$ cat config.mk
export PLATFORM = sky130hd
export DESIGN_NAME = dmem_arbiter_flat
export DESIGN_NICKNAME = d
export VERILOG_FILES = /design/src/rtl/dmem_arbiter_pkg.sv /design/src/rtl/dmem_arbiter_if.sv /design/src/rtl/dmem_arbiter_rr_grant2.sv /design/src/rtl/dmem_arbiter.sv /design/src/flat_wrapper.sv
export SDC_FILE = /design/constraint.sdc
export NUM_CORES = 1
export LEC_CHECK = 0
export BUFFER_PORTS_ARGS = -buffer_cell sky130_fd_sc_hd__buf_4
export CORE_AREA = 2 2 116 118
export DETAILED_ROUTE_END_ITERATION = 8
export DIE_AREA = 0 0 118 120
export PLACE_DENSITY_LB_ADDON = 0.2
export SYNTH_ARGS = -nofsm -noshare
export SYNTH_HDL_FRONTEND = slang
export SYNTH_HIERARCHICAL = 1
export SYNTH_SLANG_ARGS = --single-unit
$ cat constraint.sdc
create_clock -name clock -period 4.06 [get_ports clock]
set_clock_uncertainty 0.05 [all_clocks]
set_input_delay 0.203 -clock clock [delete_from_list [all_inputs] [get_ports clock]]
set_output_delay 0.203 -clock clock [all_outputs]
set_load 0.005 [all_outputs]
$ cat src/rtl/dmem_arbiter_pkg.sv
// Shared types and constants for the two-requester data-memory arbiter.
package dmem_arbiter_pkg;

   typedef enum logic [1:0] {
      ST_IDLE = 2'd0,
      ST_OWN0 = 2'd1,
      ST_OWN1 = 2'd2
   } arb_state_e;

   localparam int MAX_HOLD_DEF = 4;
   localparam int HOLD_W       = 4;
   localparam int WIDX_LO      = 2;
   localparam int WIDX_W       = 6;

endpackage

$ cat src/rtl/dmem_arbiter_if.sv
// Requester and memory-port bundle; slave is the arbiter side, master the requester/memory side.
interface dmem_arbiter_if #(
   parameter int AW = 32,
   parameter int DW = 32
);
   logic          req0, req1;
   logic          we0, we1;
   logic [AW-1:0] addr0, addr1;
   logic [DW-1:0] wd0, wd1;
   logic          gnt0, gnt1;
   logic          rvalid0, rvalid1;
   logic [DW-1:0] rdata0, rdata1;
   logic          mem_we;
   logic [AW-1:0] mem_addr;
   logic [DW-1:0] mem_wd;
   logic [DW-1:0] mem_rd;

   modport slave (
      input  req0, req1, we0, we1, addr0, addr1, wd0, wd1, mem_rd,
      output gnt0, gnt1, rvalid0, rvalid1, rdata0, rdata1,
             mem_we, mem_addr, mem_wd
   );

   modport master (
      output req0, req1, we0, we1, addr0, addr1, wd0, wd1, mem_rd,
      input  gnt0, gnt1, rvalid0, rvalid1, rdata0, rdata1,
             mem_we, mem_addr, mem_wd
   );
endinterface

$ cat src/rtl/dmem_arbiter_rr_grant2.sv
// Combinational two-way picker: round-robin with a bounded hold for the current owner.
module rr_grant2
   import dmem_arbiter_pkg::*;
#(
   parameter int MAX_HOLD = MAX_HOLD_DEF
) (
   input  logic              req0,
   input  logic              req1,
   input  arb_state_e        state,
   input  logic              last,
   input  logic [HOLD_W-1:0] hold_cnt,
   output logic              gnt0,
   output logic              gnt1,
   output arb_state_e        next_state
);

   localparam logic [HOLD_W-1:0] HOLD_TOP = HOLD_W'(MAX_HOLD - 1);

   always_comb begin
      gnt0       = 1'b0;
      gnt1       = 1'b0;
      next_state = ST_IDLE;
      if (req0 && req1) begin
         case (state)
            ST_OWN0: if (hold_cnt >= HOLD_TOP) gnt1 = 1'b1; else gnt0 = 1'b1;
            ST_OWN1: if (hold_cnt >= HOLD_TOP) gnt0 = 1'b1; else gnt1 = 1'b1;
            default: if (last) gnt0 = 1'b1; else gnt1 = 1'b1;
         endcase
      end else begin
         gnt0 = req0;
         gnt1 = req1;
      end
      if (gnt0)      next_state = ST_OWN0;
      else if (gnt1) next_state = ST_OWN1;
   end

endmodule

$ cat src/rtl/dmem_arbiter.sv
// Two-requester arbiter for the 64x32 data memory with registered read return.
// Optional grant/conflict counters enabled by DMEM_ARB_STATS_EN.
module dmem_arbiter
   import dmem_arbiter_pkg::*;
#(
   parameter int AW       = 32,
   parameter int DW       = 32,
   parameter int MAX_HOLD = MAX_HOLD_DEF
) (
   input  logic                 clock,
   input  logic                 reset,
   dmem_arbiter_if.slave        bus
`ifdef DMEM_ARB_STATS_EN
   ,
   input  logic                 stat_clr,
   output logic [15:0]          stat_gnt0,
   output logic [15:0]          stat_gnt1,
   output logic [15:0]          stat_conflict
`endif
);

   localparam logic [HOLD_W-1:0] HOLD_TOP = HOLD_W'(MAX_HOLD - 1);

   arb_state_e        state, next_state;
   logic              last, last_nxt;
   logic [HOLD_W-1:0] hold_cnt, hold_nxt;
   logic              gnt0, gnt1;
   logic [AW-1:0]     addr_sel;
   logic [DW-1:0]     wd_sel;
   logic              we_sel;

   rr_grant2 #(.MAX_HOLD(MAX_HOLD)) u_pick (
      .req0       (bus.req0),
      .req1       (bus.req1),
      .state      (state),
      .last       (last),
      .hold_cnt   (hold_cnt),
      .gnt0       (gnt0),
      .gnt1       (gnt1),
      .next_state (next_state)
   );

   always_ff @(posedge clock or posedge reset) begin
      if (reset) begin
         state    <= ST_IDLE;
         last     <= 1'b1;
         hold_cnt <= '0;
      end else begin
         state    <= next_state;
         last     <= last_nxt;
         hold_cnt <= hold_nxt;
      end
   end

   // Repeat grant to the same owner extends the hold; anything else restarts it.
   always_comb begin
      hold_nxt = '0;
      last_nxt = last;
      if ((gnt0 && state == ST_OWN0) || (gnt1 && state == ST_OWN1))
         hold_nxt = (hold_cnt >= HOLD_TOP) ? hold_cnt : hold_cnt + 1'b1;
      if (gnt0 || gnt1)
         last_nxt = gnt1;
   end

   always_comb begin
      addr_sel = bus.addr0;
      wd_sel   = bus.wd0;
      we_sel   = gnt0 & bus.we0;
      if (gnt1) begin
         addr_sel = bus.addr1;
         wd_sel   = bus.wd1;
         we_sel   = bus.we1;
      end
   end

   assign bus.gnt0     = gnt0;
   assign bus.gnt1     = gnt1;
   assign bus.mem_addr = addr_sel;
   assign bus.mem_wd   = wd_sel;
   assign bus.mem_we   = we_sel;

   always_ff @(posedge clock or posedge reset) begin
      if (reset) begin
         bus.rvalid0 <= 1'b0;
         bus.rvalid1 <= 1'b0;
         bus.rdata0  <= '0;
         bus.rdata1  <= '0;
      end else begin
         bus.rvalid0 <= gnt0 & ~bus.we0;
         bus.rvalid1 <= gnt1 & ~bus.we1;
         if (gnt0 && !bus.we0) bus.rdata0 <= bus.mem_rd;
         if (gnt1 && !bus.we1) bus.rdata1 <= bus.mem_rd;
      end
   end

`ifdef DMEM_ARB_STATS_EN
   always_ff @(posedge clock or posedge reset) begin
      if (reset) begin
         stat_gnt0     <= '0;
         stat_gnt1     <= '0;
         stat_conflict <= '0;
      end else if (stat_clr) begin
         stat_gnt0     <= '0;
         stat_gnt1     <= '0;
         stat_conflict <= '0;
      end else begin
         if (gnt0 && stat_gnt0 != 16'hFFFF) stat_gnt0 <= stat_gnt0 + 16'd1;
         if (gnt1 && stat_gnt1 != 16'hFFFF) stat_gnt1 <= stat_gnt1 + 16'd1;
         if (bus.req0 && bus.req1 && stat_conflict != 16'hFFFF)
            stat_conflict <= stat_conflict + 16'd1;
      end
   end
`endif

endmodule

$ cat src/flat_wrapper.sv
// flat-port wrapper written by rule: the top's interface ports become plain ports
module dmem_arbiter_flat import dmem_arbiter_pkg::*;
#(
   parameter int AW       = 32,
   parameter int DW       = 32,
   parameter int MAX_HOLD = MAX_HOLD_DEF
)
  (clock, reset, bus_req0, bus_req1, bus_we0, bus_we1, bus_addr0, bus_addr1, bus_wd0, bus_wd1, bus_mem_rd, bus_gnt0, bus_gnt1, bus_rvalid0, bus_rvalid1, bus_rdata0, bus_rdata1, bus_mem_we, bus_mem_addr, bus_mem_wd);
  dmem_arbiter_if #(.AW(AW), .DW(DW)) bus_i ();
  input  logic clock;
  input  logic reset;
  input wire logic [$bits(bus_i.req0)-1:0] bus_req0;
  input wire logic [$bits(bus_i.req1)-1:0] bus_req1;
  input wire logic [$bits(bus_i.we0)-1:0] bus_we0;
  input wire logic [$bits(bus_i.we1)-1:0] bus_we1;
  input wire logic [$bits(bus_i.addr0)-1:0] bus_addr0;
  input wire logic [$bits(bus_i.addr1)-1:0] bus_addr1;
  input wire logic [$bits(bus_i.wd0)-1:0] bus_wd0;
  input wire logic [$bits(bus_i.wd1)-1:0] bus_wd1;
  input wire logic [$bits(bus_i.mem_rd)-1:0] bus_mem_rd;
  output wire logic [$bits(bus_i.gnt0)-1:0] bus_gnt0;
  output wire logic [$bits(bus_i.gnt1)-1:0] bus_gnt1;
  output wire logic [$bits(bus_i.rvalid0)-1:0] bus_rvalid0;
  output wire logic [$bits(bus_i.rvalid1)-1:0] bus_rvalid1;
  output wire logic [$bits(bus_i.rdata0)-1:0] bus_rdata0;
  output wire logic [$bits(bus_i.rdata1)-1:0] bus_rdata1;
  output wire logic [$bits(bus_i.mem_we)-1:0] bus_mem_we;
  output wire logic [$bits(bus_i.mem_addr)-1:0] bus_mem_addr;
  output wire logic [$bits(bus_i.mem_wd)-1:0] bus_mem_wd;
  assign bus_i.req0 = bus_req0;
  assign bus_i.req1 = bus_req1;
  assign bus_i.we0 = bus_we0;
  assign bus_i.we1 = bus_we1;
  assign bus_i.addr0 = bus_addr0;
  assign bus_i.addr1 = bus_addr1;
  assign bus_i.wd0 = bus_wd0;
  assign bus_i.wd1 = bus_wd1;
  assign bus_i.mem_rd = bus_mem_rd;
  assign bus_gnt0 = bus_i.gnt0;
  assign bus_gnt1 = bus_i.gnt1;
  assign bus_rvalid0 = bus_i.rvalid0;
  assign bus_rvalid1 = bus_i.rvalid1;
  assign bus_rdata0 = bus_i.rdata0;
  assign bus_rdata1 = bus_i.rdata1;
  assign bus_mem_we = bus_i.mem_we;
  assign bus_mem_addr = bus_i.mem_addr;
  assign bus_mem_wd = bus_i.mem_wd;
  dmem_arbiter #(.AW(AW), .DW(DW), .MAX_HOLD(MAX_HOLD)) u_core (.clock(clock), .reset(reset), .bus(bus_i));
endmodule
### Word-level counts from Yosys, hierarchy flattened

Index checks and enable logic that the tools add are counted.

* add/subtract/negate cells: 1
* multiply operators: 0
* divide/modulo/power cells: 0
* $lt $le $gt $ge: 1
* equality and inequality tests: 3
* shift operators: 0
* multiplexer cells: 15
* bitwise logic cells: 5
* reductions and logical operators: 9

Operators by type and width (count)
* 2-to-1 mux 32 bit: 2
* 2-to-1 mux 4 bit: 2
* 2-to-1 mux 1 bit: 7
* logical AND 1 bit: 5
* adder 4 x 1 -> 4 bit (second input constant): 1
* >= comparator 4 x 2 -> 1 bit (second input constant): 1
* 2-to-1 mux 2 bit: 2
* case mux 1 bit (2 select lines): 2
* bitwise AND 1 bit: 3
* equality test 2 x 1 -> 1 bit (second input constant): 1
* equality test 2 bit (second input constant): 1
* logical NOT 1 bit: 2
* logical OR 1 bit: 2
* != test 2 bit (second input constant): 1
* NOT 1 bit: 2

* register bits after elaboration: 73
* bits in latches: 0
* RAM bits: 0
* memory bits (read-only): 0
* output and inout port bits: 133
* memories: 0

### Depth between registers and ports, before layout

Gate-level depths: netlist of run 1.

* depth in word-level cells: 7
* depth in mapped cells: 10
* mapped depth without buffers: 7

### Hierarchy

Netlist of run 1, hierarchy kept.

Modules (own cells, without submodules)
* dmem_arbiter: instances 1, cells each 237, area each 3639.7 um2, sequential area each 1828.0 um2
* rr_grant2: instances 1, cells each 22, area each 156.4 um2, sequential area each 0.0 um2

### Least setup slack after synthesis of run 1

Ideal clock, no wire load.

* path kind: register to output
* from: register u_core.state[0]
* to: output port bus_mem_addr[10]
* data arrival time: 2072 ps
* required time: 3807 ps
* slack: 1735 ps
* stages on the path, launching flop included: 9
* path buffers: 3
* cell sequence: dfrtp_1 -> inv_1 -> ha_1 -> a21bo_2 -> o21ai_0 -> buf_6 -> buf_6 -> buf_2 -> mux2_2

* word-level cells in the longest chain between the ends: 4

Ends and longest elaborated chain
* from (decl): RTL line dmem_arbiter.sv:24 `arb_state_e state, next_state;`
* from (signal assigned): RTL line dmem_arbiter.sv:49 `state <= next_state;`
* equality test 2 bit or equality test 2 x 1 -> 1 bit (tied branches): RTL line dmem_arbiter_rr_grant2.sv:24 `case (state)`
* case mux 1 bit (2 select lines) (*): RTL line dmem_arbiter_rr_grant2.sv:24
* 2-to-1 mux 1 bit (*): RTL line dmem_arbiter_rr_grant2.sv:23 `if (req0 && req1) begin`
* via bus_gnt1: RTL line flat_wrapper.sv:22 `output wire logic [$bits(bus_i.gnt1)-1:0] bus_gnt1;`
* 2-to-1 mux 32 bit (*): RTL line dmem_arbiter.sv:69 `if (gnt1) begin`
* to (decl): RTL line flat_wrapper.sv:28 `output wire logic [$bits(bus_i.mem_addr)-1:0] bus_mem_addr;`

The timed path passes the listed nets; every way through them passes the cells marked *.

### Worst setup path in the final report of run 1

* from: register u_core.state[0]
* to: output port bus_mem_wd[5]

* word-level cells in the longest chain between the ends: 4

Ends and longest elaborated chain
* equality test 2 bit or equality test 2 x 1 -> 1 bit (tied branches): RTL line dmem_arbiter_rr_grant2.sv:24
* case mux 1 bit (2 select lines) (*): RTL line dmem_arbiter_rr_grant2.sv:24
* 2-to-1 mux 1 bit (*): RTL line dmem_arbiter_rr_grant2.sv:23
* 2-to-1 mux 32 bit (*): RTL line dmem_arbiter.sv:69
* to (decl): RTL line flat_wrapper.sv:29 `output wire logic [$bits(bus_i.mem_wd)-1:0] bus_mem_wd;`

Every way passes the cells marked *; elsewhere a longest branch is shown, timed or not.

==> results of run 1 <==
[routing by layer]
metal / GRT usage / vias up / wire, um
met5: 0 / - / 0
met4: 0.0678 / 0 / 413
met3: 0.0670 / 19 / 1010
met2: 0.316 / 150 / 6980
met1: 0.200 / 1553 / 4850
li1: - / 1529 / -
[power by group]
part           switching, uW  internal (uW)  total [uW]
Combinational            822           1450        2280
Sequential               209           1090        1290
Clock                    288            468         756
Total                   1320           3010        4330
[flip-flops by register name, indices dropped and copies added (netlist names)]
signal,flops
u_core/last,1
u_core/hold_cnt,4
u_core/bus.rdata1,32
u_core/bus.rdata0,32
u_core/bus.rvalid1,1
u_core/state,2
u_core/bus.rvalid0,1
[cell families after synthesis]
logic type               count (synthesis)
flip-flops                              73
AO/OA/AOI/OAI                           17
adder cells (fa/ha/maj)                  3
multiplexers                           129
buffers and inverters                   22
AND/OR/NAND/NOR                         15
[final cells by class]
class,instances,share of cell area
clock buffers,9,0.0349
clock inverters,5,0.00911
multi-input cells,164,0.284
flip-flops and latches,73,0.283
well taps,176,0.0341
inverters,5,0.00291
repair buffers,302,0.351
[worst max-delay path: cells and delay by family, from the launching register on]
| family | cells | cell delay [ns] |
|---|---|---|
| multiplexers | 1 | 0.44 |
| flip-flops | 1 | 0.38 |
| buffers and inverters | 3 | 0.90 |
| AND/OR/NAND/NOR | 1 | 0.11 |
| adder cells (fa/ha/maj) | 1 | 0.35 |
| AO/OA/AOI/OAI | 2 | 0.32 |
[layout by cell type (no fill, tap or decap), types with 2 or more instances in the layout]
| cell | n |
|---|---|
| dfrtp_1 | 72 |
| buf_4 | 302 |
| nand3b_1 | 4 |
| nand2_1 | 4 |
| a21boi_0 | 2 |
| mux2_2 | 99 |
| ha_1 | 3 |
| a22oi_1 | 2 |
| a21oi_1 | 2 |
| clkinvlp_4 | 2 |
| inv_1 | 4 |
| mux2_4 | 29 |
| clkbuf_16 | 9 |
| o31ai_1 | 2 |
[through the flow]
stage	setup WS [ns]	std cells	total power (uW)	hold WS [ns]	area, um^2
2_1_floorplan	1.73	259	2420	0.301	3800
3_3_place_gp	1.37	720	3560	0.394	6170
3_5_place_dp	1.33	720	3600	0.398	6170
4_1_cts	0.956	734	4390	0.0469	6450
5_1_grt	0.811	734	4590	0.0489	6450
6_report	0.962	734	4330	0.0226	6450
[final timing paths]
kind | startpoint | endpoint | slack, ns | depth (start not counted)
worst max-delay path | u_core/state[0]$_DFF_PP0_ | bus_mem_wd[5] | 0.96 | 8
worst min-delay path | reset | u_core/bus.rdata1[13]$_DFFE_PP0P_ | 0.02 | 2
worst max register to register | u_core/state[0]$_DFF_PP0_ | u_core/bus.rdata1[29]$_DFFE_PP0P_ | 1.36 | 8
worst min register to register | u_core/bus.rdata0[18]$_DFFE_PP0P_ | u_core/bus.rdata0[18]$_DFFE_PP0P_ | 0.46 | 1
max in group asynchronous | reset | u_core/bus.rdata0[13]$_DFFE_PP0P_ | 3.02 | 3
min in group clock | bus_mem_rd[19] | u_core/bus.rdata1[19]$_DFFE_PP0P_ | 0.06 | 2
==> results.md, run 1 <==
- Worst Tran Pin Value: slightly above 0.9 ns
- Core area: 0.0130 mm^2
- Ports: between 200 and 300
- Antenna diodes: 0
- Slowest CP cell: buf_4
- TritonCTS clock tree: built
- # setup viols final: 0
- Mux contribution to synthesized area: 0.411
- Initial core utilization: 0.292
- Max-cap violations: 0
- Number of port buffers: just under 300
- Slew headroom: 0.380
- GPL Wtd Cong: 0.810
- GR Util All Layers: 0.180
- Fillers: 1169
- Vias/cell: 4.43
- Top-area cell type share of the netlist area: 0.475
- Clock sinks: 73
- Total grt overflow: 0
- Post-DP HPWL: around 11 mm
- VDD IR max: just under 300 uV
- Post-layout util: 0.497
- CP Max Fanout: 69
- First-pass GRT wire length: just under 20 mm
- Chip height: 120 um
- Area occupied by multi-input gates: roughly 0.0018 mm^2
- DR iter-0 viols: 84
- Synthesized Nets: 428
- Post-CTS Setup Bufs: 0
- Die ar.: around 0.014 mm^2
- Synth top cells by count: mux2_2 (99), dfrtp_1 (72), mux2_4 (29), buf_2 (9), buf_6 (6)
- Crit end category: primary output
- Post-synthesis cell type count: 30
- CP dominant cell by count: buf_4
- Largest area contributor in the netlist: dfrtp_1
- Main synth FF type: dfrtp_1
- Ranking of synthesized cells by area: dfrtp_1 (47%), mux2_2 (29%), mux2_4 (11%)
- FMAX: ~320 MHz
- Leakage: 0.00322 uW
- Cell count after synthesis: about 260
- Worst Path Arrival: 2.84 ns
- Sequential cell area: between 0.0015 and 0.002 mm^2
- Initial antenna violation count: 0
- Final hold vios: 0
- DRC: 0
- H-tree levels: 3
- Area share of fa/ha/maj cells after synthesis: 0.00989
- Row count: 42
- Die X: 118 um
- Synthesized cell area: 0.00380 mm^2
- Vias in the first global route: 3281
- Critical path cell sequence: inv_1 > ha_1 > nand2_1 > a41oi_1 > o21ai_4 > buf_4 > mux2_2 > buf_4
- RSZ-0062 raised after global routing: no
- Synthesized area per cell: 14.7 um^2
- CTS Buffer Depth: 2
- Wirelength, routed: around 13 mm
- Cell with the most instances after synthesis: mux2_2
- Synth Area in Simple Gates: 0.0260
- TritonRoute pass-1 iters: 4
- Ys async rst share: 1.00
- Setup TNS: 0 ns
- Vias: 3251
- CTS Hold Bufs: 0
- Startpoint types: flop
- Hold Path Class: primary input to async pin
- Clock Latency Late Sink: 0.32 ns
- Post-synthesis register bit count: 73
- Outcome: complete, no violations
- Num CTS Buffers: 9
- Wire per inst: 18.0 um
- Sequential fraction of the synthesis area: 0.482
- Synth warnings: 6
- Post-CTS sizing: 0
- Clock Pin Slew Worst Setup and Hold Paths: 0.06 ns
- Critical Path Max Stage Delay: 0.68 ns
- Final layout net count: approximately 720
- Fin. max-slew vios: 0
- Data required time at the worst endpoint: 3.81 ns
- Largest family of logic cells by synthesized area: multiplexers
- Routed Antenna Nets: 0
- Xor/xnor share of the synthesized area: 0
- Layout cell share with drive strength beyond 1: 0.810
- Min cycle time layout: between 3 and 4 ns
- Crit path kind: flop to primary output
- Root buf cell: clkbuf_16
- Largest net degree at the start of global routing: 70
- Area grow syn2layout: 70.0%
- Final Cycle Share: 0.763
- PwrDens: approximately 670 mW/mm^2
- EDFF count, synth: 0
- Compound-gate portion of the synthesized area: 0.0330
Note: power is estimated with default switching activity, not from simulation.
==> run 2, diff against run 1 <==
==> constraint.sdc (replaced) <==
create_clock -name clock -period 2.6 [get_ports clock]
set_clock_uncertainty 0.05 [all_clocks]
set_input_delay 0.13 -clock clock [delete_from_list [all_inputs] [get_ports clock]]
set_output_delay 0.13 -clock clock [all_outputs]
set_load 0.005 [all_outputs]
==> results.md, run 2 (synthesis results as in run 1) <==
- Final layout net count: 763 (+5.4%)
- Initial antenna violation count: 1 (+1)
- Wire per inst: 18.0 um (about the same)
- Final Instance Count excl. Fillers: 775 (+5.6%)
- Outcome: complete, no violations
- Slew headroom: 0.604 (+0.224)
- Worst Path Arrival: 2.32 ns (-0.52 ns)
- Fin worst setup slack: 0.101 ns (-0.861 ns)
- Data required time at the worst endpoint: 2.42 ns (-1.39 ns)
- Place WS: 0.358 ns (-0.968 ns)
- Hold path startpoint: bus_mem_rd[7]
- DRC: 0 (unchanged)
- GPL Wtd Cong: 0.804 (-0.73%)
- Regs by FF count: u_core/bus.rdata0 (32), u_core/bus.rdata1 (32), u_core/hold_cnt (4)
- CTS Buffer Depth: 2 (unchanged)
- H-tree levels: 3 (unchanged)
- Largest net degree at the start of global routing: 55 (-21%)
- Hold Path Class: primary input to flop
- Vias/cell: 4.44 (+0.27%)
- VDD IR max: 610 uV (+110%)
- Total power: 7120 uW (+65%)
- Die X: 118 um (unchanged)
- Initial core utilization: 0.292 (unchanged)
- Sequential cell area: 0.00183 mm^2 (unchanged)
- Most common cell after layout, fill and taps aside: buf_4
- Fin. max-slew vios: 0 (unchanged)
- Routed Antenna Nets: 0 (unchanged)
- Core area: 0.0130 mm^2 (unchanged)
- Wirelength, routed: 14.0 mm (+5.5%)
- Crit path kind: flop to primary output
- Vias: 3442 (+5.9%)
- Vias in the first global route: 3494 (+6.5%)
- Min cycle time layout: 2.50 ns
- Post-DP HPWL: 10.7 mm (+0.75%)
- CP Max Fanout: 13 (-81%)
- Fillers: 1150 (-1.6%)
- Final Cycle Share: 0.961
- Startpoint types: flop
- Die ar.: 0.0142 mm^2 (unchanged)
- Clock Latency Late Sink: 0.32 ns (about the same)
- GR Util All Layers: 0.185 (+0.00426)
- Chip height: 120 um (unchanged)
- Final hold vios: 0 (unchanged)
- Clock Pin Slew Worst Setup and Hold Paths: 0.06 ns (about the same)
- Layout cell share with drive strength beyond 1: 0.771 (-0.0391)
- Leakage: 0.00344 uW (+6.8%)
- CP startpoint: u_core/state[0]$_DFF_PP0_
- Num CTS Buffers: 9 (unchanged)
- Number of port buffers: 298 (unchanged)
- Worst r2r src: u_core/state[0]$_DFF_PP0_
- DR iter-0 viols: 98 (+17%)
- TritonRoute pass-1 iters: 4 (unchanged)
- PwrDens: 1020 mW/mm^2 (+53%)
- Area grow syn2layout: 83.5%
- TritonCTS clock tree: built
- First-pass GRT wire length: 20.2 mm (+3.6%)
- # setup viols final: 0 (unchanged)
- Ports: 299 (unchanged)
- Min Hold Slack: 0.00931 ns (-0.0133 ns)
- Worst Tran Pin Value: 0.593 ns (-0.337 ns)
- Row count: 42 (unchanged)
- Setup TNS: 0 ns (unchanged)
- Total grt overflow: 0 (unchanged)
- Max-cap violations: 0 (unchanged)
- Area occupied by multi-input gates: 0.00184 mm^2 (+0.41%)
- Crit end category: primary output
- FMAX: 400 MHz
- Dpl cells: 722 (+0.28%)
- Clock sinks: 73 (unchanged)
- Commonest non-fill, non-tap cells in the layout: buf_4 (300), mux2_2 (99), dfrtp_1 (72)
- Root buf cell: clkbuf_16
-- run 2: cell types whose count changed in the layout (fill, tap and decap cells not counted), sizes merged --
cell         delta
buf             +5
clkbuf          +3
clkinv          -1
clkinvlp        -1
diode           +1
dlygate4sd3    +32
inv             +2
-- run 2: repair_timing --
item / CTS / global route
hold buffers: 32 / 0
buffers inserted: 0 / 2
endpoints found under the hold margin: 84 / 0
setup endpoints to repair: 0 / 63
resized for setup: 0 / 3
-- run 2: worst max-delay path, stage by stage, from the launching register on --
cell and delay (ns):
dfrtp_1 0.38, inv_1 0.06, ha_1 0.35, a21bo_2 0.24, o21ai_4 0.14, buf_12 0.15, buf_6 0.19, mux2_2 0.35
buf_4 0.13
-- run 2: final cells by class --
type / instances / share of cell area
sequential: 73 / 0.262
timing repair buffer: 341 / 0.395
multi-input combinational: 164 / 0.265
clock buffer: 10 / 0.0343
clock inverter: 5 / 0.00916
antenna: 1 / 0.000359
tap: 176 / 0.0316
inverter: 5 / 0.00269
-- run 2: final timing paths --
check	to	slack (ns)	cells after the start
min	u_core/bus.rdata0[7]$_DFFE_PP0P_	0.009	2
max	bus_mem_addr[2]	0.10	8
max reg2reg	u_core/bus.rdata1[29]$_DFFE_PP0P_	0.21	9
min reg2reg	u_core/bus.rdata0[13]$_DFFE_PP0P_	0.45	1
min in group asynchronous	u_core/bus.rdata1[30]$_DFFE_PP0P_	0.39	3
max in group asynchronous	u_core/last$_DFFE_PP1P_	1.41	4
-- run 2: metrics by stage --
stage                util  cell area [um^2]
floorplan               -              3800
global placement    0.480              6230
detailed placement  0.480              6230
CTS                 0.528              6860
global route        0.537              6960
finish              0.537              6960
-- run 2: per-layer routing --
layer	vias to the layer above	GRT usage	wire (um)
li1	1612	-	-
met1	1670	0.205	5280
met5	-	0	0
met2	146	0.336	7480
met3	14	0.0594	1040
met4	0	0.0565	195
-- run 2: report_power, final --
group          total, uW  internal (uW)  switching, uW  leakage (uW)
clock network       1240            772            470      0.000146
registers           2030           1700            334      0.000869
logic               3850           2500           1350       0.00242
total               7120           4960           2160       0.00344
==> run 3, diff against run 2 <==
--- a/config.mk
+++ b/config.mk
@@ -10,6 +10,7 @@
 export DETAILED_ROUTE_END_ITERATION = 8
 export DIE_AREA = 0 0 118 120
 export PLACE_DENSITY_LB_ADDON = 0.2
+export RECOVER_POWER = 100
 export SYNTH_ARGS = -nofsm -noshare
 export SYNTH_HDL_FRONTEND = slang
 export SYNTH_HIERARCHICAL = 1
==> results.md, run 3 (synthesis results as in run 1) <==
- Place WS: 0.358 ns (unchanged)
- Pint: 4810 uW (-3.0%)
- Worst R2R End: u_core/bus.rdata0[3]$_DFFE_PP0P_
- GPL Wtd Cong: 0.804 (unchanged)
- Crit path depth: 8 (unchanged)
- Sequential cell area: 0.00183 mm^2 (unchanged)
- Worst Setup EP: bus_mem_wd[6]
- Regs by FF count: u_core/bus.rdata0 (32), u_core/bus.rdata1 (32), u_core/hold_cnt (4)
- Post-DP HPWL: 10.7 mm (unchanged)
- Fin worst setup slack: 0.0951 ns (-0.00634 ns)
- Gate power share: 0.532 (-0.009)
- Crit path kind: flop to primary output
- Total grt overflow: 0 (unchanged)
- Total power: 6950 uW (-2.3%)
- Crit end category: primary output
- Final Cycle Share: 0.963 (+0.00244)
- Min cycle time layout: 2.50 ns (+0.00634 ns)
- Worst Path Arrival: 2.32 ns (about the same)
- Startpoint types: flop
- Initial antenna violation count: 1 (unchanged)
- Clock sinks: 73 (unchanged)
- Worst r2r path cells: 8 (-1)
- Fin. max-slew vios: 0 (unchanged)
- Slew headroom: 0.327 (-0.277)
- Cells on Worst Hold Path: 2 (unchanged)
- # setup viols final: 0 (unchanged)
- Met1 GRT Util: 0.205 (unchanged)
- Met2 global-route usage: 0.336 (unchanged)
- VDD IR max: 596 uV (-2.4%)
- CTS Buffer Depth: 2 (unchanged)
- GRT busiest layer: met2
- Leakage: 0.00335 uW (-2.4%)
- Most common cell after layout, fill and taps aside: buf_4
- TritonRoute pass-1 iters: 4 (unchanged)
- Wire per inst: 18.0 um (-0.23%)
- Vias/cell: 4.44 (about the same)
- Final layout net count: 763 (unchanged)
- Initial core utilization: 0.292 (unchanged)
- Dpl cells: 722 (unchanged)
- Core area: 0.0130 mm^2 (unchanged)
- First-pass GRT wire length: 20.2 mm (unchanged)
- Clock Latency Late Sink: 0.32 ns (about the same)
- Worst r2r src: u_core/state[0]$_DFF_PP0_
- Area grow syn2layout: 81.1%
- Chip height: 120 um (unchanged)
- Die ar.: 0.0142 mm^2 (unchanged)
- Vias: 3443 (+0.029%)
- Area occupied by multi-input gates: 0.00184 mm^2 (-0.14%)
- Routed Antenna Nets: 0 (unchanged)
- Root buf cell: clkbuf_16
- Worst Tran Pin Value: 1.01 ns (+0.415 ns)
- Num CTS Buffers: 9 (unchanged)
- Critical path cell sequence: inv_1 > ha_1 > a21bo_2 > o21ai_4 > buf_12 > buf_8 > mux2_2 > buf_4
- Critical Path Max Stage Delay: 0.38 ns (about the same)
- Die X: 118 um (unchanged)
- Clock Pin Slew Worst Setup and Hold Paths: 0.06 ns (about the same)
- CP startpoint: u_core/state[0]$_DFF_PP0_
- Largest net degree at the start of global routing: 55 (unchanged)
- Slowest CP cell: dfrtp_1
- Final hold vios: 0 (unchanged)
- Seq pwr share: 0.290 (+0.005)
- Register-to-register setup slack: 0.17 ns (-0.04 ns)
- Row count: 42 (unchanged)
- PwrDens: 1010 mW/mm^2 (-1.1%)
- Commonest non-fill, non-tap cells in the layout: buf_4 (232), mux2_2 (99), dfrtp_1 (72)
- Final Instance Count excl. Fillers: 775 (unchanged)
- DR iter-0 viols: 96 (-2.0%)
- FMAX: 399 MHz (-0.25%)
- Number of port buffers: 298 (unchanged)
- GR Util All Layers: 0.185 (unchanged)
- Layout cell share with drive strength beyond 1: 0.739 (-0.0318)
- CP Max Fanout: 15 (+2)
- Wirelength, routed: 14.0 mm (-0.23%)
- Met3 Use GR: 0.0594 (unchanged)
- Hold Path Class: primary input to flop
- TritonCTS clock tree: built
- Data required time at the worst endpoint: 2.42 ns (about the same)
- Worst Path Buf+Inv: 4 (unchanged)
- Clock power frac: 0.179 (+0.005)
- Max-cap violations: 0 (unchanged)
- Post-layout util: 0.530 (-0.00675)
- NetSw: 2140 uW (-0.73%)
- H-tree levels: 3 (unchanged)
- Crit path max-delay family: buffers and inverters
- Fillers: 1167 (+1.5%)
- Ports: 299 (unchanged)
- DRC: 0 (unchanged)
- Outcome: complete, no violations
- Vias in the first global route: 3494 (unchanged)
- Switching fraction of total power: 0.308 (+0.00493)
-- run 3: cell count changes in the layout (fill, tap and decap cells not counted), sizes merged --
cell,delta
clkbuf,+69
buf,-69
-- run 3: worst min-delay path by stage --
stage / startpoint / end / slack, ns
5_1_grt: bus_mem_rd[7] / u_core/bus.rdata0[7]$_DFFE_PP0P_ / 0.001
4_1_cts: bus_mem_rd[7] / u_core/bus.rdata0[7]$_DFFE_PP0P_ / 0.0009
6_report: bus_mem_rd[7] / u_core/bus.rdata0[7]$_DFFE_PP0P_ / 0.01
3_3_place_gp: reset / u_core/bus.rdata0[22]$_DFFE_PP0P_ / 0.18
3_5_place_dp: reset / u_core/bus.rdata0[22]$_DFFE_PP0P_ / 0.19
2_1_floorplan: bus_mem_rd[10] / u_core/bus.rdata1[10]$_DFFE_PP0P_ / 0.23
-- run 3: per-stage QoR --
step | cell area [um^2] | TNS (ns) | hold slack [ns]
final | 6880 | 0 | 0.0111
after detailed placement | 6230 | 0 | 0.189
after global routing | 6880 | -0.00631 | 0.00144
after global placement | 6230 | 0 | 0.177
after CTS | 6860 | 0 | 0.000877
after floorplan | 3800 | 0 | 0.228
-- run 3: cell type report --
type,instances,share of cell area
Antenna cell,1,0.000364
Clock buffer,10,0.0348
Clock inverter,5,0.00928
Inverter,5,0.00273
Multi-Input combinational cell,164,0.268
Sequential cell,73,0.266
Tap cell,176,0.0320
Timing Repair Buffer,341,0.387
-- run 3: metal layers --
metal  share of wire  vias to the layer above
met2            0.53                      146
li1                -                     1609
met4           0.013                        0
met3           0.069                       14
met1            0.38                     1674
met5               0                        -
-- run 3: worst register-to-register path: stages, from the launching register on --
cell      delay, ns
dfrtp_1        0.38
inv_1          0.06
ha_1           0.35
a21bo_2        0.25
nand2_1        0.06
o21ai_0        0.10
nand2b_1       0.35
buf_6          0.34
mux2_2         0.39
-- run 3: power groups by stage --
stage / logic, uW / clock network [uW] / registers (uW)
after global placement: 3590 / 0 / 2010
after detailed placement: 3640 / 0 / 2030
after CTS: 3690 / 1270 / 2030
final: 3700 / 1240 / 2010
after floorplan: 1750 / 0 / 2030
after global routing: 3950 / 1330 / 2090
-- run 3: repair_timing --
| item | CTS | global route |
|---|---|---|
| setup buffers | 0 | 2 |
| hold endpoints to repair | 84 | 0 |
| gates resized for setup | 0 | 3 |
| setup endpoints to repair | 0 | 63 |
| hold buffers | 32 | 0 |
